File: config.mk
export PLATFORM = sky130hd
export DESIGN_NAME = l2_arbiter
export DESIGN_NICKNAME = d
export VERILOG_FILES = /design/src/rtl/cache_mux_types.sv /design/src/rtl/l2_arbiter_rr_pick.sv /design/src/rtl/l2_arbiter.sv
export SDC_FILE = /design/constraint.sdc
export NUM_CORES = 1
export LEC_CHECK = 0
export ABC_AREA = 1
export BUFFER_PORTS_ARGS = -buffer_cell sky130_fd_sc_hd__buf_4
export CORE_AREA = 2 2 638 640
export DETAILED_ROUTE_END_ITERATION = 16
export DIE_AREA = 0 0 640 642
export PLACE_DENSITY = 0.3
export SLEW_MARGIN = 20
export SYNTH_ARGS = -nofsm -noshare
export SYNTH_HDL_FRONTEND = slang
export SYNTH_HIERARCHICAL = 1
export SYNTH_SLANG_ARGS = --single-unit
export TNS_END_PERCENT = 30
File: constraint.sdc
create_clock -name clk -period 1.9 [get_ports clk]
set_input_delay 0.095 -clock clk [delete_from_list [all_inputs] [get_ports clk]]
set_output_delay 0.095 -clock clk [all_outputs]
set_load 0.01 [all_outputs]
File: src/rtl/cache_mux_types.sv
// Shared types for the L1/L2 cache multiplexing logic.
//   arb_state_t : sequencer states of l2_arbiter
//   arb_port_t  : requester identity, used for grants and round-robin history
package cache_mux_types;

    typedef enum logic [2:0] {
        IDLE    = 3'd0,
        SERVE_I = 3'd1,
        SERVE_D = 3'd2,
        RESP_I  = 3'd3,
        RESP_D  = 3'd4
    } arb_state_t;

    typedef enum logic {
        PORT_I = 1'b0,
        PORT_D = 1'b1
    } arb_port_t;

endpackage : cache_mux_types

File: src/rtl/l2_arbiter_rr_pick.sv
// Combinational two-way round-robin grant selection.
//   req_i, req_d   : pending requests from the I-cache and D-cache ports
//   last_grant     : port that won the previous grant
//   grant_valid_c  : at least one request is pending
//   grant_port_c   : port to grant; on contention, the one that did not win last
module l2_arbiter_rr_pick
    import cache_mux_types::*;
(
    input  logic      req_i,
    input  logic      req_d,
    input  arb_port_t last_grant,
    output logic      grant_valid_c,
    output arb_port_t grant_port_c
);

    // Contention alternates; a lone request always wins.
    always_comb begin
        grant_valid_c = req_i | req_d;
        grant_port_c  = PORT_I;
        if (req_i && req_d) begin
            grant_port_c = (last_grant == PORT_I) ? PORT_D : PORT_I;
        end else if (req_d) begin
            grant_port_c = PORT_D;
        end
    end

endmodule : l2_arbiter_rr_pick

File: src/rtl/l2_arbiter.sv
// Two-requester arbiter/sequencer in front of the unified L2 cache.
// Grants one line transaction at a time, presents a registered copy of the
// request to the L2 until mem_resp, then returns the response from a
// registered line buffer one cycle later.
//   clk, rst                    : clock, asynchronous active-low reset
//   i_* (address/read/write/wdata -> rdata/resp) : I-cache miss port
//   d_* (address/read/write/wdata -> rdata/resp) : D-cache miss/writeback port
//   l2_* (address/wdata/read/write <- rdata/resp): L2 CPU-side interface
module l2_arbiter
    import cache_mux_types::*;
#(
    parameter int unsigned ADDR_WIDTH = 32,
    parameter int unsigned LINE_WIDTH = 256
) (
    input  logic                  clk,
    input  logic                  rst,

    input  logic [ADDR_WIDTH-1:0] i_address,
    input  logic                  i_read,
    input  logic                  i_write,
    input  logic [LINE_WIDTH-1:0] i_wdata,
    output logic [LINE_WIDTH-1:0] i_rdata,
    output logic                  i_resp,

    input  logic [ADDR_WIDTH-1:0] d_address,
    input  logic                  d_read,
    input  logic                  d_write,
    input  logic [LINE_WIDTH-1:0] d_wdata,
    output logic [LINE_WIDTH-1:0] d_rdata,
    output logic                  d_resp,

    output logic [ADDR_WIDTH-1:0] l2_address,
    output logic [LINE_WIDTH-1:0] l2_wdata,
    output logic                  l2_read,
    output logic                  l2_write,
    input  logic [LINE_WIDTH-1:0] l2_rdata,
    input  logic                  l2_resp
);

    arb_state_t            state_q,      state_d;
    arb_port_t             last_grant_q, last_grant_d;
    logic [ADDR_WIDTH-1:0] addr_q,       addr_d;
    logic [LINE_WIDTH-1:0] wdata_q,      wdata_d;
    logic                  op_write_q,   op_write_d;
    logic [LINE_WIDTH-1:0] line_q,       line_d;
    logic                  l2_read_q,    l2_read_d;
    logic                  l2_write_q,   l2_write_d;
    logic                  i_resp_q,     i_resp_d;
    logic                  d_resp_q,     d_resp_d;

    logic                  grant_valid_c;
    arb_port_t             grant_port_c;

    l2_arbiter_rr_pick u_rr_pick (
        .req_i         (i_read | i_write),
        .req_d         (d_read | d_write),
        .last_grant    (last_grant_q),
        .grant_valid_c (grant_valid_c),
        .grant_port_c  (grant_port_c)
    );

    // Next-state and registered-output logic.
    always_comb begin
        state_d      = state_q;
        last_grant_d = last_grant_q;
        addr_d       = addr_q;
        wdata_d      = wdata_q;
        op_write_d   = op_write_q;
        line_d       = line_q;
        l2_read_d    = 1'b0;
        l2_write_d   = 1'b0;
        i_resp_d     = 1'b0;
        d_resp_d     = 1'b0;

        case (state_q)
            IDLE: begin
                if (grant_valid_c) begin
                    last_grant_d = grant_port_c;
                    // Write wins if a requester asserts read and write together.
                    if (grant_port_c == PORT_I) begin
                        state_d    = SERVE_I;
                        addr_d     = i_address;
                        wdata_d    = i_wdata;
                        op_write_d = i_write;
                    end else begin
                        state_d    = SERVE_D;
                        addr_d     = d_address;
                        wdata_d    = d_wdata;
                        op_write_d = d_write;
                    end
                    l2_read_d  = ~op_write_d;
                    l2_write_d = op_write_d;
                end
            end
            SERVE_I, SERVE_D: begin
                if (l2_resp) begin
                    if (!op_write_q) begin
                        line_d = l2_rdata;
                    end
                    if (state_q == SERVE_I) begin
                        state_d  = RESP_I;
                        i_resp_d = 1'b1;
                    end else begin
                        state_d  = RESP_D;
                        d_resp_d = 1'b1;
                    end
                end else begin
                    l2_read_d  = ~op_write_q;
                    l2_write_d = op_write_q;
                end
            end
            RESP_I, RESP_D: begin
                state_d = IDLE;
            end
            default: begin
                state_d = IDLE;
            end
        endcase
    end

    // State and datapath registers.
    always_ff @(posedge clk or negedge rst) begin
        if (!rst) begin
            state_q      <= IDLE;
            last_grant_q <= PORT_D;
            addr_q       <= '0;
            wdata_q      <= '0;
            op_write_q   <= 1'b0;
            line_q       <= '0;
            l2_read_q    <= 1'b0;
            l2_write_q   <= 1'b0;
            i_resp_q     <= 1'b0;
            d_resp_q     <= 1'b0;
        end else begin
            state_q      <= state_d;
            last_grant_q <= last_grant_d;
            addr_q       <= addr_d;
            wdata_q      <= wdata_d;
            op_write_q   <= op_write_d;
            line_q       <= line_d;
            l2_read_q    <= l2_read_d;
            l2_write_q   <= l2_write_d;
            i_resp_q     <= i_resp_d;
            d_resp_q     <= d_resp_d;
        end
    end

    assign l2_address = addr_q;
    assign l2_wdata   = wdata_q;
    assign l2_read    = l2_read_q;
    assign l2_write   = l2_write_q;
    assign i_resp     = i_resp_q;
    assign d_resp     = d_resp_q;
    // Both ports see the line buffer; only the resp pulse qualifies it.
    assign i_rdata    = line_q;
    assign d_rdata    = line_q;

endmodule : l2_arbiter

After elaboration in Yosys (flattened, before gate mapping)
Cells that the tools add are included.
Word-level totals
  output and inout bits: 804
  bits in registers: 553
Operators by class
  reduce and logical (&&, ||, !) cells: 6
  eq/ne operators: 4
  multiplexer cells: 25
  bitwise gates (word level): 5
Operator list (number)
  two-way mux 256 bit: 1
  two-way mux 32 bit: 1
  two-way mux 1 bit: 16
  two-way mux 3 bit: 3
  one-hot mux 3 bit (2 select lines): 1
  inequality test 2 bit, second input constant: 2
  one-hot mux 1 bit (2 select lines): 2
  AND reduction 2 bit: 2
  equality test 3 x 1 -> 1 bit, second input constant: 1
  equality test 3 x 2 -> 1 bit, second input constant: 1
  zero test 3 bit: 1
  bitwise OR 1 bit: 3
  AND reduction 3 bit: 1
  two-way mux 2 bit: 1
  NOT 1 bit: 2
  OR reduction 2 bit: 1
  logical AND 1 bit: 1

Logic depth before layout (Yosys ltp)
Gate-level depths: netlist (run 1).
  word-level depth: 9
  gate-level depth with buffers: 10

Cells and area by module
The synthesis (run 1) kept the hierarchy.
By module, submodules not included
  l2_arbiter: times used 1, sequential area each 13839.5 µm², area an instance 26705.6 µm², cells each 3559
  l2_arbiter_rr_pick: times used 1, sequential area each 0.0 µm², area an instance 15.0 µm², cells each 3

Worst setup path before layout (run 1)
OpenSTA, ideal clock, no wires.
  path kind: register to register
  start: register last_grant_q
  end: register state_q[1]
  cell stages (with the launch flop): 8
  period minus slack after synthesis: 1512 ps
  data arrival time: 1395 ps
  path slack: 388 ps
  cell sequence: dfstp_2 -> a21oi_1 -> inv_1 -> clkbuf_1 -> clkbuf_1 -> a21oi_1 -> nand3_1 -> nand2_1
On the way
  word-level cells in the longest chain between the ends: 5
RTL lines
  start, declared: RTL line l2_arbiter.sv:41  | arb_port_t last_grant_q, last_grant_d;
  start signal, assigned: RTL line l2_arbiter.sv:136  | last_grant_q <= last_grant_d;
  two-way mux 1 bit: RTL line l2_arbiter_rr_pick.sv:21  | grant_port_c = (last_grant == PORT_I) ? PORT_D : PORT_I;
  two-way mux 1 bit: RTL line l2_arbiter_rr_pick.sv:20  | if (req_i && req_d) begin
  named net grant_port_c: RTL line l2_arbiter.sv:52  | arb_port_t grant_port_c;
  two-way mux 2 bit: RTL line l2_arbiter.sv:80  | if (grant_port_c == PORT_I) begin
  two-way mux 3 bit: RTL line l2_arbiter.sv:77  | if (grant_valid_c) begin
  one-hot mux 3 bit (2 select lines): RTL line l2_arbiter.sv:75  | case (state_q)
  end signal, assigned: RTL line l2_arbiter.sv:135  | state_q <= state_d;
  end, declared: RTL line l2_arbiter.sv:40  | arb_state_t state_q, state_d;
The timed path passes the listed nets, and every way through them passes these cells. The select of a mux whose other input is x is not followed.
A chain may end at the register's enable or synchronous reset.

Final worst setup path (run 1)
  start: register last_grant_q
  end: register wdata_q[68], in the netlist l2_wdata[68]
On the way
  word-level cells in the longest chain between the ends: 3
RTL lines
  two-way mux 1 bit: RTL line l2_arbiter_rr_pick.sv:21
  two-way mux 1 bit: RTL line l2_arbiter_rr_pick.sv:20
  named net grant_port_c: RTL line l2_arbiter.sv:52
  two-way mux 256 bit: RTL line l2_arbiter.sv:80
  end signal, assigned: RTL line l2_arbiter.sv:138  | wdata_q <= wdata_d;
  end, declared: RTL line l2_arbiter.sv:43  | logic [LINE_WIDTH-1:0] wdata_q, wdata_d;
The timed path passes the listed nets, and every way through them passes these cells.

==> results of run 1 <==
-- cells in the final DEF, fill, tap and decap left out, types with 2 or more instances in the layout --
| cell | n |
|---|---|
| sky130_fd_sc_hd__nand2_1 | 2235 |
| sky130_fd_sc_hd__buf_4 | 1766 |
| sky130_fd_sc_hd__dlygate4sd3_1 | 877 |
| sky130_fd_sc_hd__dfrtp_1 | 552 |
| sky130_fd_sc_hd__nand3_1 | 258 |
| sky130_fd_sc_hd__clkbuf_16 | 97 |
| sky130_fd_sc_hd__buf_12 | 46 |
| sky130_fd_sc_hd__diode_2 | 31 |
| sky130_fd_sc_hd__nand2_2 | 16 |
| sky130_fd_sc_hd__clkbuf_1 | 15 |
| sky130_fd_sc_hd__clkbuf_8 | 13 |
| sky130_fd_sc_hd__clkinv_2 | 12 |
| sky130_fd_sc_hd__buf_16 | 9 |
| sky130_fd_sc_hd__inv_6 | 7 |
| sky130_fd_sc_hd__buf_6 | 6 |
| sky130_fd_sc_hd__clkinvlp_4 | 5 |
| sky130_fd_sc_hd__clkinv_4 | 5 |
| sky130_fd_sc_hd__bufinv_16 | 5 |
| sky130_fd_sc_hd__inv_1 | 4 |
| sky130_fd_sc_hd__o21ai_0 | 4 |
| sky130_fd_sc_hd__nor2_1 | 4 |
| sky130_fd_sc_hd__clkinv_8 | 3 |
| sky130_fd_sc_hd__inv_2 | 3 |
| sky130_fd_sc_hd__nand3_2 | 2 |
| sky130_fd_sc_hd__a21oi_1 | 2 |
| sky130_fd_sc_hd__nand4_1 | 2 |
| sky130_fd_sc_hd__nand2_8 | 2 |
| sky130_fd_sc_hd__or2_2 | 2 |
-- per-stage QoR --
step	power [mW]	setup slack, ns
2_1_floorplan	41.6	0.388
3_3_place_gp	74.6	-0.199
3_5_place_dp	74.5	-0.205
4_1_cts	94.2	-0.0161
5_1_grt	98.9	-0.0351
6_report	91.9	0.0644
-- worst paths after layout --
kind | startpoint | endpoint | cells after the start | slack [ns]
max | last_grant_q | l2_wdata[68] | 8 | 0.06
min | rst | d_rdata[138] | 3 | 0.08
max reg2reg | last_grant_q | l2_wdata[68] | 8 | 0.06
min reg2reg | l2_wdata[97] | l2_wdata[97] | 2 | 0.48
max in group asynchronous | rst | d_rdata[213] | 3 | 1.17
min in group clk | l2_rdata[189] | d_rdata[189] | 4 | 0.10
-- layout make-up --
class / instances / area [um^2]
Multi-Input combinational cell: 2532 / 9960
Tap cell: 5428 / 6790
Timing Repair Buffer: 2715 / 23500
Antenna cell: 31 / 77.6
Fill cell: 46400 / 347000
Inverter: 9 / 58.8
Clock buffer: 116 / 2440
Sequential cell: 553 / 13800
Clock inverter: 36 / 389
-- state kept, by name, indices dropped and copies added, names as in the netlist --
register / cells
d_resp: 1
d_rdata: 256
state_q: 3
i_resp: 1
l2_read: 1
op_write_q: 1
l2_address: 32
l2_write: 1
l2_wdata: 256
last_grant_q: 1
-- layer usage --
metal | vias to the layer above | share of wire
met2 | 1353 | 0.53
met5 | - | 0.00018
met1 | 16300 | 0.34
met4 | 10 | 0.023
met3 | 299 | 0.10
li1 | 15400 | -
-- critical path: stages, from the launching register on --
cell and delay [ns]:
sky130_fd_sc_hd__dfstp_2 0.40, sky130_fd_sc_hd__a21oi_4 0.32, sky130_fd_sc_hd__buf_12 0.22, sky130_fd_sc_hd__buf_12 0.18, sky130_fd_sc_hd__buf_16 0.19, sky130_fd_sc_hd__nand2_1 0.06
sky130_fd_sc_hd__nand2_1 0.13, sky130_fd_sc_hd__nand2_1 0.12, sky130_fd_sc_hd__nand2_1 0.08
-- kinds of logic after synthesis --
kind of cell,after synthesis,share of synthesized area
AOI/OAI and AO/OA,7,0.00131
buffers and inverters,477,0.113
DFF,553,0.518
and+or+nand+nor,2525,0.367
-- what timing repair did --
item                                    CTS  global route
gates resized for setup                  21            20
gates cloned                              1             9
setup buffers                             6             7
pin swaps                                 3             2
hold buffers                            878             0
endpoints found under the hold margin  1104             0
setup endpoints to repair               171           184
-- power by group --
part           internal (mW)  total (mW)  switching [mW]
logic                   19.7        52.5            32.7
clock network           9.72        16.4            6.68
registers               17.5        23.0            5.58
total                   46.9        91.9            45.0
==> results.yml, run 1 <==
detailed_routing:
  detailedRoute.firstIterationViolations: 1990
  detailroute.via_count: 33400
  drcViolationCount: 0
  wl_per_cell_um: 24.9
  detail_route_antenna_nets: 0
  drt_pass1_iterations: 7
  detail_route.wirelength_mm: 285
  routed_via_density: 2.92
yosys:
  async_flop_share: 1.00
  dominantRegCellSynth: "sky130_fd_sc_hd__dfrtp_1"
  netlist_area_before_placement_mm2: 0.0267
  synthDominantAreaCellType: "sky130_fd_sc_hd__dfrtp_1"
  most_used_standard_cells_in_the_synthesized_netlist: "2254 x sky130_fd_sc_hd__nand2_1, 552 x sky130_fd_sc_hd__dfrtp_1, 270 x sky130_fd_sc_hd__buf_4"
  mapped_nets: 4401
  synth_cells: 3562
  yosys.cell_types.count: 18
  syn_area_per_cell_um2: 7.50
  synth_top_cell_area_share: 0.517
  yosys-top-cells-area: "sky130_fd_sc_hd__dfrtp_1 52%, sky130_fd_sc_hd__nand2_1 32%, sky130_fd_sc_hd__buf_4 7.6%"
  synth-seq-cells: 553
  post-synth-top-count-cell: "sky130_fd_sc_hd__nand2_1"
  synth_seq_area_share: 0.518
  number_of_enable_type_register_cells_in_the_synthesized_netlist: 0
  synth_warnings: 6
timing:
  fmax_mhz: 545
  min_period_over_period: 0.966
  report.final.slew_viol_count: 0
  worst_hold_slack_ns: 0.0765
  report.final.hold_viol_count: 0
  fin_crit_ns: 1.84
  setup-tns-final_ns: 0
  clock_skew_ns: 0.0670
  max-slew-margin-rel: 0.641
  setup_viol_count_final: 0
  max_slew.worst_pin.slew_ns: 0.539
  setup_repair_after_global_routing_missed_its_margin: "true"
clock_tree:
  clock_tree_from_tritoncts: "yes"
  clock_sinks: 553
  clk_root_buffer_cell: "sky130_fd_sc_hd__clkbuf_16"
  cts.clk_slew.worst_paths_ns: 0.06
  worst_skew_pair.late_latency_ns: 0.80
  cts_buffer_depth: 4
  tritoncts.num_buffers: 88
  ctsHtreeMaxLevel: 3
grt:
  remaining_overflow_grt: 0
  gr_util_met1: 0.134
  antenna_violations_before_repair: 75
  global_route.peak_usage_layer: "met2"
  via_count_of_the_first_global_routing_pass: 35000
  groute.usage.overall: 0.132
  use_met2: 0.250
  grt.met3_usage: 0.0560
  grt_first_pass_wirelength_mm: 359
  grt_start_max_net_pins: 74
placement:
  place_hpwl_mm: 246
  placedInstanceArea_mm2: 0.0448
  dpl.cell_count: 10300
  quantity_of_i_o_buffers_inserted_on_ports: 1642
  globalplace.congestion: 0.892
critical_path:
  cp_data_required_time_ns: 2.62
  cp_arrival_ns: 2.55
  critical_path_peak_fanout: 19
  start_kind: "flip-flop"
  timing.critical_path.to_type: "flip-flop"
  crit_type: "flip-flop to flip-flop"
cells_and_area:
  flow.area_growth_from_synthesis_pct: 114
  final_cell_count_no_fill: 11400
  finish.utilization: 0.141
  nets: 6738
  finish.instance_area_mm2: 0.0571
  layout-drive-gt1-share: 0.337
power_and_ir_drop:
  static-leakage-power_nw: 28.6
  powerDensity_mw_per_mm2: 1610
  ir_worst_vdd_uv: 711
die:
  boundaryPins: 1643
  core_footprint_mm2: 0.404
  start_util: 0.0661
  std_cell_rows: 234
  floorplan.die_area_mm2: 0.411
  die_height_um: 642
  die_w_um: 640
hold_path:
  hp-class: "input port to asynchronous set/reset pin"
status:
  status: "finished clean"
flow_run:
  max_cap_violations: 0
Note: power is estimated with default switching activity, not from simulation.
==> inputs of run 2 (changes only) <==
- SETUP_SLACK_MARGIN: unset -> 0.3
==> results.yml, run 2 (synthesis results as in run 1) <==
clock_tree:
  cts_buffer_depth: 4
  clock_sinks: 553
  worst_skew_pair.late_latency_ns: 0.80
  cts.clk_slew.worst_paths_ns: 0.06
  clk_root_buffer_cell: "sky130_fd_sc_hd__clkbuf_16"
  tritoncts.num_buffers: 88
  ctsHtreeMaxLevel: 3
  clock_tree_from_tritoncts: "yes"
cells_and_area:
  mostFrequentLayoutCell: "sky130_fd_sc_hd__nand2_1"
  layout_common_cells: "2099 x sky130_fd_sc_hd__nand2_1, 1777 x sky130_fd_sc_hd__buf_4, 875 x sky130_fd_sc_hd__dlygate4sd3_1"
  flow.area_growth_from_synthesis_pct: 125
  final_cell_count_no_fill: 11500
  layout-drive-gt1-share: 0.373
  nets: 6847
flow_run:
  max_cap_violations: 0
detailed_routing:
  detailedRoute.firstIterationViolations: 2135
  detailroute.via_count: 34200
  routed_via_density: 2.96
  drt_pass1_iterations: 6
  detail_route.wirelength_mm: 297
  drcViolationCount: 0
  wl_per_cell_um: 25.7
  detail_route_antenna_nets: 0
die:
  die_w_um: 640
  floorplan.die_area_mm2: 0.411
  core_footprint_mm2: 0.404
  start_util: 0.0661
  std_cell_rows: 234
  die_height_um: 642
  boundaryPins: 1643
critical_path:
  cpPeakStageDelay_ns: 0.39
  cp_arrival_ns: 2.47
  critical_path_peak_fanout: 8
  timing.critical_path.slowest_stage_cell: "sky130_fd_sc_hd__dfstp_2"
  crit_path_cell_trace: "a21oi_4 -> buf_12 -> clkinv_16 -> buf_12 -> buf_12 -> buf_4 -> clkbuf_16 -> nand2_1 -> nand2_1 -> nand2_1 -> nand2_1"
  crit_type: "flip-flop to flip-flop"
  worst-r2r-cell-count: 11
  cpMostUsedCell: "sky130_fd_sc_hd__nand2_1"
  timing.critical_path.to_type: "flip-flop"
  start_kind: "flip-flop"
  cp_data_required_time_ns: 2.60
hold_path:
  hp-class: "input port to asynchronous set/reset pin"
power_and_ir_drop:
  powerDensity_mw_per_mm2: 1650
  ir_worst_vdd_uv: 797
  finalPower_mw: 99.6
  static-leakage-power_nw: 30.0
placement:
  quantity_of_i_o_buffers_inserted_on_ports: 1642
  dpl.cell_count: 10300
  pre_cts_ws_ns: -0.205
  globalplace.congestion: 0.892
  place_hpwl_mm: 246
timing:
  report.final.hold_viol_count: 0
  report.final.slew_viol_count: 0
  max-slew-margin-rel: 0.647
  fmax_mhz: 564
  min_period_over_period: 0.933
  fin_crit_ns: 1.77
  setup_repair_after_global_routing_missed_its_margin: "true"
  setup_viol_count_final: 0
  worst_hold_slack_ns: 0.0753
  clock_skew_ns: 0.0692
  setup_ws_ns: 0.127
  max_slew.worst_pin.slew_ns: 0.529
grt:
  remaining_overflow_grt: 0
  antenna_violations_before_repair: 70
  groute.usage.overall: 0.135
  grt_start_max_net_pins: 69
  grt_first_pass_wirelength_mm: 367
  via_count_of_the_first_global_routing_pass: 35500
status:
  status: "finished clean"
## run 2: metrics by stage
stage | utilization | TNS, ns | instance area, um^2
6_report | 0.149 | 0 | 60200
3_3_place_gp | 0.111 | -8.31 | 44800
5_1_grt | 0.149 | 0 | 60100
2_1_floorplan | - | 0 | 26700
3_5_place_dp | 0.111 | -10.28 | 44800
4_1_cts | 0.143 | 0 | 57800
## run 2: path summary, 6_finish.rpt
| check | start | endpoint | slack, ns |
|---|---|---|---|
| worst max-delay path | last_grant_q | l2_wdata[252] | 0.13 |
| worst min-delay path | rst | d_rdata[138] | 0.08 |
| worst max register to register | last_grant_q | l2_wdata[252] | 0.13 |
| worst min register to register | l2_wdata[120] | l2_wdata[120] | 0.48 |
| max in group asynchronous | rst | d_rdata[186] | 1.17 |
| min in group clk | d_read | state_q[1] | 0.09 |
## run 2: area by class of cell
cell class | count | area [um^2]
inverter | 9 | 86.3
multi-input combinational | 2532 | 10700
tap | 5428 | 6790
antenna | 37 | 92.6
sequential | 553 | 13800
clock buffer | 116 | 2440
clock inverter | 36 | 389
fill | 46200 | 344000
timing repair buffer | 2824 | 25900
## run 2: where the power goes
group | switching [mW] | internal, mW
Combinational | 35.6 | 24.4
Sequential | 5.65 | 17.5
Clock | 6.71 | 9.72
Total | 47.9 | 51.6
## run 2: timing repair
item,in CTS,in global routing
setup buffers,29,36
hold endpoints to repair,1104,0
hold buffers,876,0
pin swaps,7,54
resized for setup,89,261
cloned,23,46
endpoints found under the setup margin,819,748
## run 2: worst max-delay path: cells and delay by family, from the launching register on
family / cells / cell delay (ns)
AOI/OAI and AO/OA: 1 / 0.14
buffers and inverters: 6 / 0.85
and+or+nand+nor: 4 / 0.29
DFF: 1 / 0.39
## run 2: per-layer routing
| metal | GRT usage | part of all wire | vias up |
|---|---|---|---|
| li1 | - | - | 15600 |
| met1 | 0.137 | 0.35 | 16900 |
| met2 | 0.257 | 0.53 | 1333 |
| met3 | 0.0564 | 0.098 | 315 |
| met4 | 0.0258 | 0.021 | 8 |
| met5 | 0 | 0.00015 | - |
